`config.mk`:
```
export PLATFORM = sky130hd
export DESIGN_NAME = uart_receive
export DESIGN_NICKNAME = d
export VERILOG_FILES = /design/src/rtl/uart_pkg.sv /design/src/rtl/uart_rx_sync.sv /design/src/rtl/uart_receive.sv
export SDC_FILE = /design/constraint.sdc
export NUM_CORES = 1
export LEC_CHECK = 0
export ABC_AREA = 1
export BUFFER_PORTS_ARGS = -buffer_cell sky130_fd_sc_hd__buf_2
export CORE_MARGIN = 2
export CORE_UTILIZATION = 35
export DETAILED_ROUTE_END_ITERATION = 7
export PLACE_DENSITY_LB_ADDON = 0.1
export SLEW_MARGIN = 10
export SYNTH_ARGS = -nofsm -noshare
export SYNTH_HDL_FRONTEND = slang
export SYNTH_HIERARCHICAL = 1
export SYNTH_SLANG_ARGS = --single-unit
```
`constraint.sdc`:
```
create_clock -name clk -period 1.3 [get_ports clk]
set_clock_uncertainty 0.2 [all_clocks]
set_input_delay 0.13 -clock clk [delete_from_list [all_inputs] [get_ports clk]]
set_output_delay 0.13 -clock clk [all_outputs]
set_load 0.02 [all_outputs]
```
`src/rtl/uart_pkg.sv`:
```
// Shared definitions for the UART receive path: receiver state encoding,
// serial line levels and the default data width.
package uart_pkg;

    typedef enum logic [2:0] {
        IDLE      = 3'd0,
        START     = 3'd1,
        DATA      = 3'd2,
        STOP      = 3'd3,
        WAIT_IDLE = 3'd4
    } rx_state_t;

    localparam logic UART_IDLE_LEVEL  = 1'b1;
    localparam logic UART_START_LEVEL = 1'b0;
    localparam int   UART_D_WIDTH     = 4;

endpackage

```
`src/rtl/uart_rx_sync.sv`:
```
// Two-flop synchronizer for the serial input line. Both flops reset to the
// idle level so a reset never looks like a start bit.
module uart_rx_sync
    import uart_pkg::*;
(
    input  logic clk,
    input  logic rst,
    input  logic d,
    output logic q
);

    logic sync_p0;
    logic sync_p1;

    // Two-stage resynchronisation of the asynchronous line
    always_ff @(posedge clk or posedge rst) begin
        if (rst) begin
            sync_p0 <= UART_IDLE_LEVEL;
            sync_p1 <= UART_IDLE_LEVEL;
        end else begin
            sync_p0 <= d;
            sync_p1 <= sync_p0;
        end
    end

    assign q = sync_p1;

endmodule

```
`src/rtl/uart_receive.sv`:
```
// UART receiver: start bit, D_WIDTH data bits LSB first, one stop bit.
// A good frame updates rx_data with a one-cycle rx_valid pulse; a low stop
// bit gives a one-cycle rx_err pulse and the receiver then waits for the
// line to return high before looking for another start bit.
// Build option: define UART_RX_SYNC_EN to put a 2-flop synchronizer in
// front of the FSM (adds exactly 2 clks to every event). Without it rx is
// used directly, which suits a same-clock source such as uart_transmit.
module uart_receive
    import uart_pkg::*;
#(
    parameter int D_WIDTH      = UART_D_WIDTH,
    parameter int CLKS_PER_BIT = 1
) (
    input  logic               clk,
    input  logic               rst,
    input  logic               rx,
    output logic [D_WIDTH-1:0] rx_data,
    output logic               rx_valid,
    output logic               rx_busy,
    output logic               rx_err
);

    localparam int CW   = $clog2(CLKS_PER_BIT + 1);
    localparam int BW   = $clog2(D_WIDTH + 1);
    localparam int HALF = CLKS_PER_BIT / 2;

    // Terminal counts: last clk of a bit period, last clk of the half-bit
    // wait in START, and index of the last data bit.
    localparam logic [CW-1:0] CNT_BIT_LAST  = CW'(CLKS_PER_BIT - 1);
    localparam logic [CW-1:0] CNT_HALF_LAST = CW'((HALF > 0) ? HALF - 1 : 0);
    localparam logic [BW-1:0] BIT_LAST      = BW'(D_WIDTH - 1);

    logic               rx_s;
    rx_state_t          state_q, state_d;
    logic [CW-1:0]      clk_cnt_q, clk_cnt_d;
    logic [BW-1:0]      bit_cnt_q, bit_cnt_d;
    logic [D_WIDTH-1:0] shift_q, shift_d, shift_in;
    logic [D_WIDTH-1:0] rx_data_d;
    logic               rx_valid_d, rx_busy_d, rx_err_d;

`ifdef UART_RX_SYNC_EN
    uart_rx_sync u_sync (
        .clk (clk),
        .rst (rst),
        .d   (rx),
        .q   (rx_s)
    );
`else
    assign rx_s = rx;
`endif

    // New sample enters at the MSB so the first (LSB) bit ends up at bit 0
    if (D_WIDTH == 1) begin : g_shift_one
        assign shift_in = rx_s;
    end else begin : g_shift_many
        assign shift_in = {rx_s, shift_q[D_WIDTH-1:1]};
    end

    // State register
    always_ff @(posedge clk or posedge rst) begin
        if (rst) begin
            state_q <= IDLE;
        end else begin
            state_q <= state_d;
        end
    end

    // Next state, counters, shift register and output pulses
    always_comb begin
        state_d    = state_q;
        clk_cnt_d  = clk_cnt_q;
        bit_cnt_d  = bit_cnt_q;
        shift_d    = shift_q;
        rx_data_d  = rx_data;
        rx_valid_d = 1'b0;
        rx_err_d   = 1'b0;
        rx_busy_d  = rx_busy;
        case (state_q)
            IDLE: begin
                clk_cnt_d = '0;
                bit_cnt_d = '0;
                if (rx_s == UART_START_LEVEL) begin
                    rx_busy_d = 1'b1;
                    shift_d   = '0;
                    // With one clk per bit the detect sample is already mid-bit
                    if (HALF == 0) begin
                        state_d = DATA;
                    end else begin
                        state_d = START;
                    end
                end
            end
            START: begin
                if (clk_cnt_q == CNT_HALF_LAST) begin
                    clk_cnt_d = '0;
                    if (rx_s == UART_IDLE_LEVEL) begin
                        state_d   = IDLE;
                        rx_busy_d = 1'b0;
                    end else begin
                        state_d = DATA;
                    end
                end else begin
                    clk_cnt_d = clk_cnt_q + CW'(1);
                end
            end
            DATA: begin
                if (clk_cnt_q == CNT_BIT_LAST) begin
                    clk_cnt_d = '0;
                    shift_d   = shift_in;
                    if (bit_cnt_q == BIT_LAST) begin
                        bit_cnt_d = '0;
                        state_d   = STOP;
                    end else begin
                        bit_cnt_d = bit_cnt_q + BW'(1);
                    end
                end else begin
                    clk_cnt_d = clk_cnt_q + CW'(1);
                end
            end
            STOP: begin
                if (clk_cnt_q == CNT_BIT_LAST) begin
                    clk_cnt_d = '0;
                    if (rx_s == UART_IDLE_LEVEL) begin
                        rx_data_d  = shift_q;
                        rx_valid_d = 1'b1;
                        rx_busy_d  = 1'b0;
                        state_d    = IDLE;
                    end else begin
                        rx_err_d = 1'b1;
                        state_d  = WAIT_IDLE;
                    end
                end else begin
                    clk_cnt_d = clk_cnt_q + CW'(1);
                end
            end
            WAIT_IDLE: begin
                clk_cnt_d = '0;
                // A held-low (break) line must not be taken as a new start bit
                if (rx_s == UART_IDLE_LEVEL) begin
                    rx_busy_d = 1'b0;
                    state_d   = IDLE;
                end
            end
            default: begin
                clk_cnt_d = '0;
                bit_cnt_d = '0;
                rx_busy_d = 1'b0;
                state_d   = IDLE;
            end
        endcase
    end

    // Datapath and output registers; reset discards any partial word
    always_ff @(posedge clk or posedge rst) begin
        if (rst) begin
            clk_cnt_q <= '0;
            bit_cnt_q <= '0;
            shift_q   <= '0;
            rx_data   <= '0;
            rx_valid  <= 1'b0;
            rx_busy   <= 1'b0;
            rx_err    <= 1'b0;
        end else begin
            clk_cnt_q <= clk_cnt_d;
            bit_cnt_q <= bit_cnt_d;
            shift_q   <= shift_d;
            rx_data   <= rx_data_d;
            rx_valid  <= rx_valid_d;
            rx_busy   <= rx_busy_d;
            rx_err    <= rx_err_d;
        end
    end

endmodule

```
==> key figures <==
Global route
  – Global-route wire length before repair: 2.33 mm
  – Largest net degree at the start of global routing: 18
  – Vias in the first global route: 553
  – Initial antenna violation count: 0
  – Global-route usage over all layers: 12.9%
  – Grt ovf: 0

Clocking
  – CTS max path bufs: 2
  – CTS clock-pin slew for the worst setup and hold paths: 0.10 ns
  – Root cell of the clock tree: clkbuf_4
  – CTS tree: done
  – TritonCTS buffer count: 3
  – Clock Latency Late Sink: 0.29 ns
  – H-tree depth: 1
  – Clk sinks: 17

Placement
  – Routability cong.: a little over 0.8
  – DPL Wire Length: 947 um
  – PortBufs: 9
  – Placed Instances: 119
  – Placed Area: between 800 and 900 sq um

Worst hold path
  – Hold path start: rx
  – Hold Crit Class: input port to flop
  – Min-Delay Path Depth: 5

Job
  – Max_cap viols: 0

Final layout
  – Non-filler instance count after layout: about 130
  – Fin nets: 106
  – Finished layout cell area: 928 sq um
  – Most frequent cells in the layout: 19 x nand2_1, 15 x dfrtp_1, 10 x inv_1
  – Fill count: 192
  – Most common cell after layout, fill and taps aside: nand2_1
  – Area growth syn-to-layout: 25.3%
  – # diodes: 0
  – Share of cells above drive strength 1: between 20% and 30%

Timing
  – Tightest Pin Transition: 0.217 ns
  – Hold slack: 0.00587 ns
  – Minimum clock period: 1.25 ns
  – RSZ-0062 raised after global routing: true
  – Slew HR: 85.5%
  – Max-slew violations: 0
  – Final Hold Fails: 0
  – Final setup fails: 0
  – Final Cycle Share: a little over nine tenths
  – Fmax: 0.801 GHz

Setup path
  – Crit-path slowest cell: dfrtp_1
  – Critical path required time: 1.29 ns
  – Worst Setup End Kind: flop
  – Worst setup startpoint: bit_cnt_q[0]
  – Worst path bufs/invs: 0
  – Worst Path Arrival: 1.24 ns
  – Critical path depth: 5
  – CP top delay family: flip-flops
  – CP max stage delay: 0.41 ns
  – Crit start category: flop
  – WS Path Type: flop to flop
  – R2R cell count: 5
  – Worst r2r src: bit_cnt_q[0]
  – Crit-path cells: ha_2 -> nand2_1 -> nand4_1 -> nand3_1 -> nor2_1
  – Maximum net fanout on the critical path: 3

Route
  – DR vias: about 560
  – Routed wire length: 1.35 mm
  – Routed Antenna Nets: 0
  – DR pass1 iterations: 4
  – Wire per inst: ~11 um
  – Routed vias/inst: between 4 and 5
  – Residual DRC: 0
  – DR iter-0 viols: 8

Power and ir drop
  – Power Total: 2.01 mW
  – P per Cell Area: 2170 nW/um^2
  – Pleak: 0.484 nW
  – Worst VDD drop: 842 uV

Floorplan
  – Io pins: 10
  – Die ar.: 2500 sq um
  – Starting Density: ~37%
  – DIE HEIGHT: roughly 50 um
  – Site Rows: 16
  – Core Area: a little under 2000 sq um
  – Chip width: 50.0 um

Synth
  – Sequential element share of the synthesized area: 57.4%
  – Top cell type's share of synthesized area: 57.4%
  – Seq cells post-synth: 17
  – Post-synthesis adder-cell area fraction: 1.69%
  – Main combinational cell family by area after synthesis: simple AND/OR/NAND/NOR gates
  – Post-Syn Nets: 85
  – Synth Area in XOR/XNOR: 0%
  – Synth top area cells: dfrtp_1 57%, nand2_1 9.6%, inv_1 5.1%
  – Mean Syn Cell Area: 9.14 sq um
  – Area leader, netlist: dfrtp_1
  – Synthesized area: 741 sq um
  – Simple-gate share of the synthesized area: 24.7%
  – Compound-Gate Fraction of Synth Area: under 10%
  – Mux contribution to synthesized area: 0%
  – Post-synthesis cell type count: 18
  – Number of synthesis warnings: 6
  – Synthesized instance count: 81

Outcome
  – Run status: completed
==> cell type report <==
cell class	instances	area, sq um	area share (%)
well taps	27	33.8	3.64
repair buffers	17	115	12.4
flip-flops and latches	17	428	46.1
inverters	12	46.3	4.99
clock inverters	1	5.00	0.539
multi-input cells	51	278	29.9
clock buffers	3	22.5	2.43
==> final timing paths <==
kind / end / slack [ns]
min in group asynchronous: rx_err / 0.17
worst max register to register: state_q[0] / 0.05
worst min register to register: rx_busy / 0.28
worst max-delay path: state_q[0] / 0.05
worst min-delay path: rx_busy / 0.006
max in group asynchronous: state_q[0] / 0.53
==> power breakdown <==
| group | internal, mW | leakage [nW] | switching (mW) |
|---|---|---|---|
| combinational | 0.334 | 0.250 | 0.539 |
| sequential | 0.732 | 0.216 | 0.127 |
| clock | 0.115 | 0.0177 | 0.168 |
| total | 1.18 | 0.484 | 0.834 |
==> worst reg2reg max path, cell delays in order (launching register included) <==
cell and delay, ns:
dfrtp_1 0.41, ha_2 0.20, nand2_1 0.07, nand4_1 0.12
nand3_1 0.10, nor2_1 0.04
==> cells by family after synthesis <==
| group | count (synthesis) |
|---|---|
| and+or+nand+nor | 38 |
| adders and majority gates | 1 |
| buffers and inverters | 13 |
| AOI/OAI and AO/OA | 12 |
| DFF | 17 |
==> stage by stage <==
stage                     setup slack (ns)  TNS (ns)  util, %
final                               0.0510         0     46.8
after global routing               -0.0398    -0.125     46.8
after CTS                           0.0140         0     46.3
after detailed placement           -0.0254   -0.0546     41.9
after global placement            0.000691         0     41.9
after floorplan                     0.0916         0        -
==> flip-flops by register name (all words and copies together) (netlist names) <==
| name | cells |
|---|---|
| rx_data | 4 |
| shift_q | 4 |
| bit_cnt_q | 3 |
| state_q | 3 |
| rx_busy | 1 |
| rx_err | 1 |
| rx_valid | 1 |
==> cells in the mapped netlist <==
cell and number:
buf_6 1, clkinv_2 1, dfrtp_1 17, ha_1 1, inv_1 10, inv_2 1
nand2_1 19, nand2_2 2, nand2_4 1, nand3_1 7, nand3_2 1, nand4_1 1
nor2_1 5, nor2_2 1, nor2_4 1, o211ai_1 1, o21ai_0 7, o21ai_1 4
==> what timing repair did <==
item / in CTS / in global routing
endpoints found under the hold margin: 20 / 0
setup buffers: 0 / 1
pin swaps: 0 / 2
gates resized for setup: 4 / 3
setup endpoints to repair: 5 / 9
hold buffers: 4 / 0
==> layer usage <==
metal,GRT usage (%),part of all wire (%)
met5,0,0
met4,6.94,1.9
met3,4.55,4.4
met2,20.8,45
met1,14.8,48
Note: power is estimated with default switching activity, not from simulation.
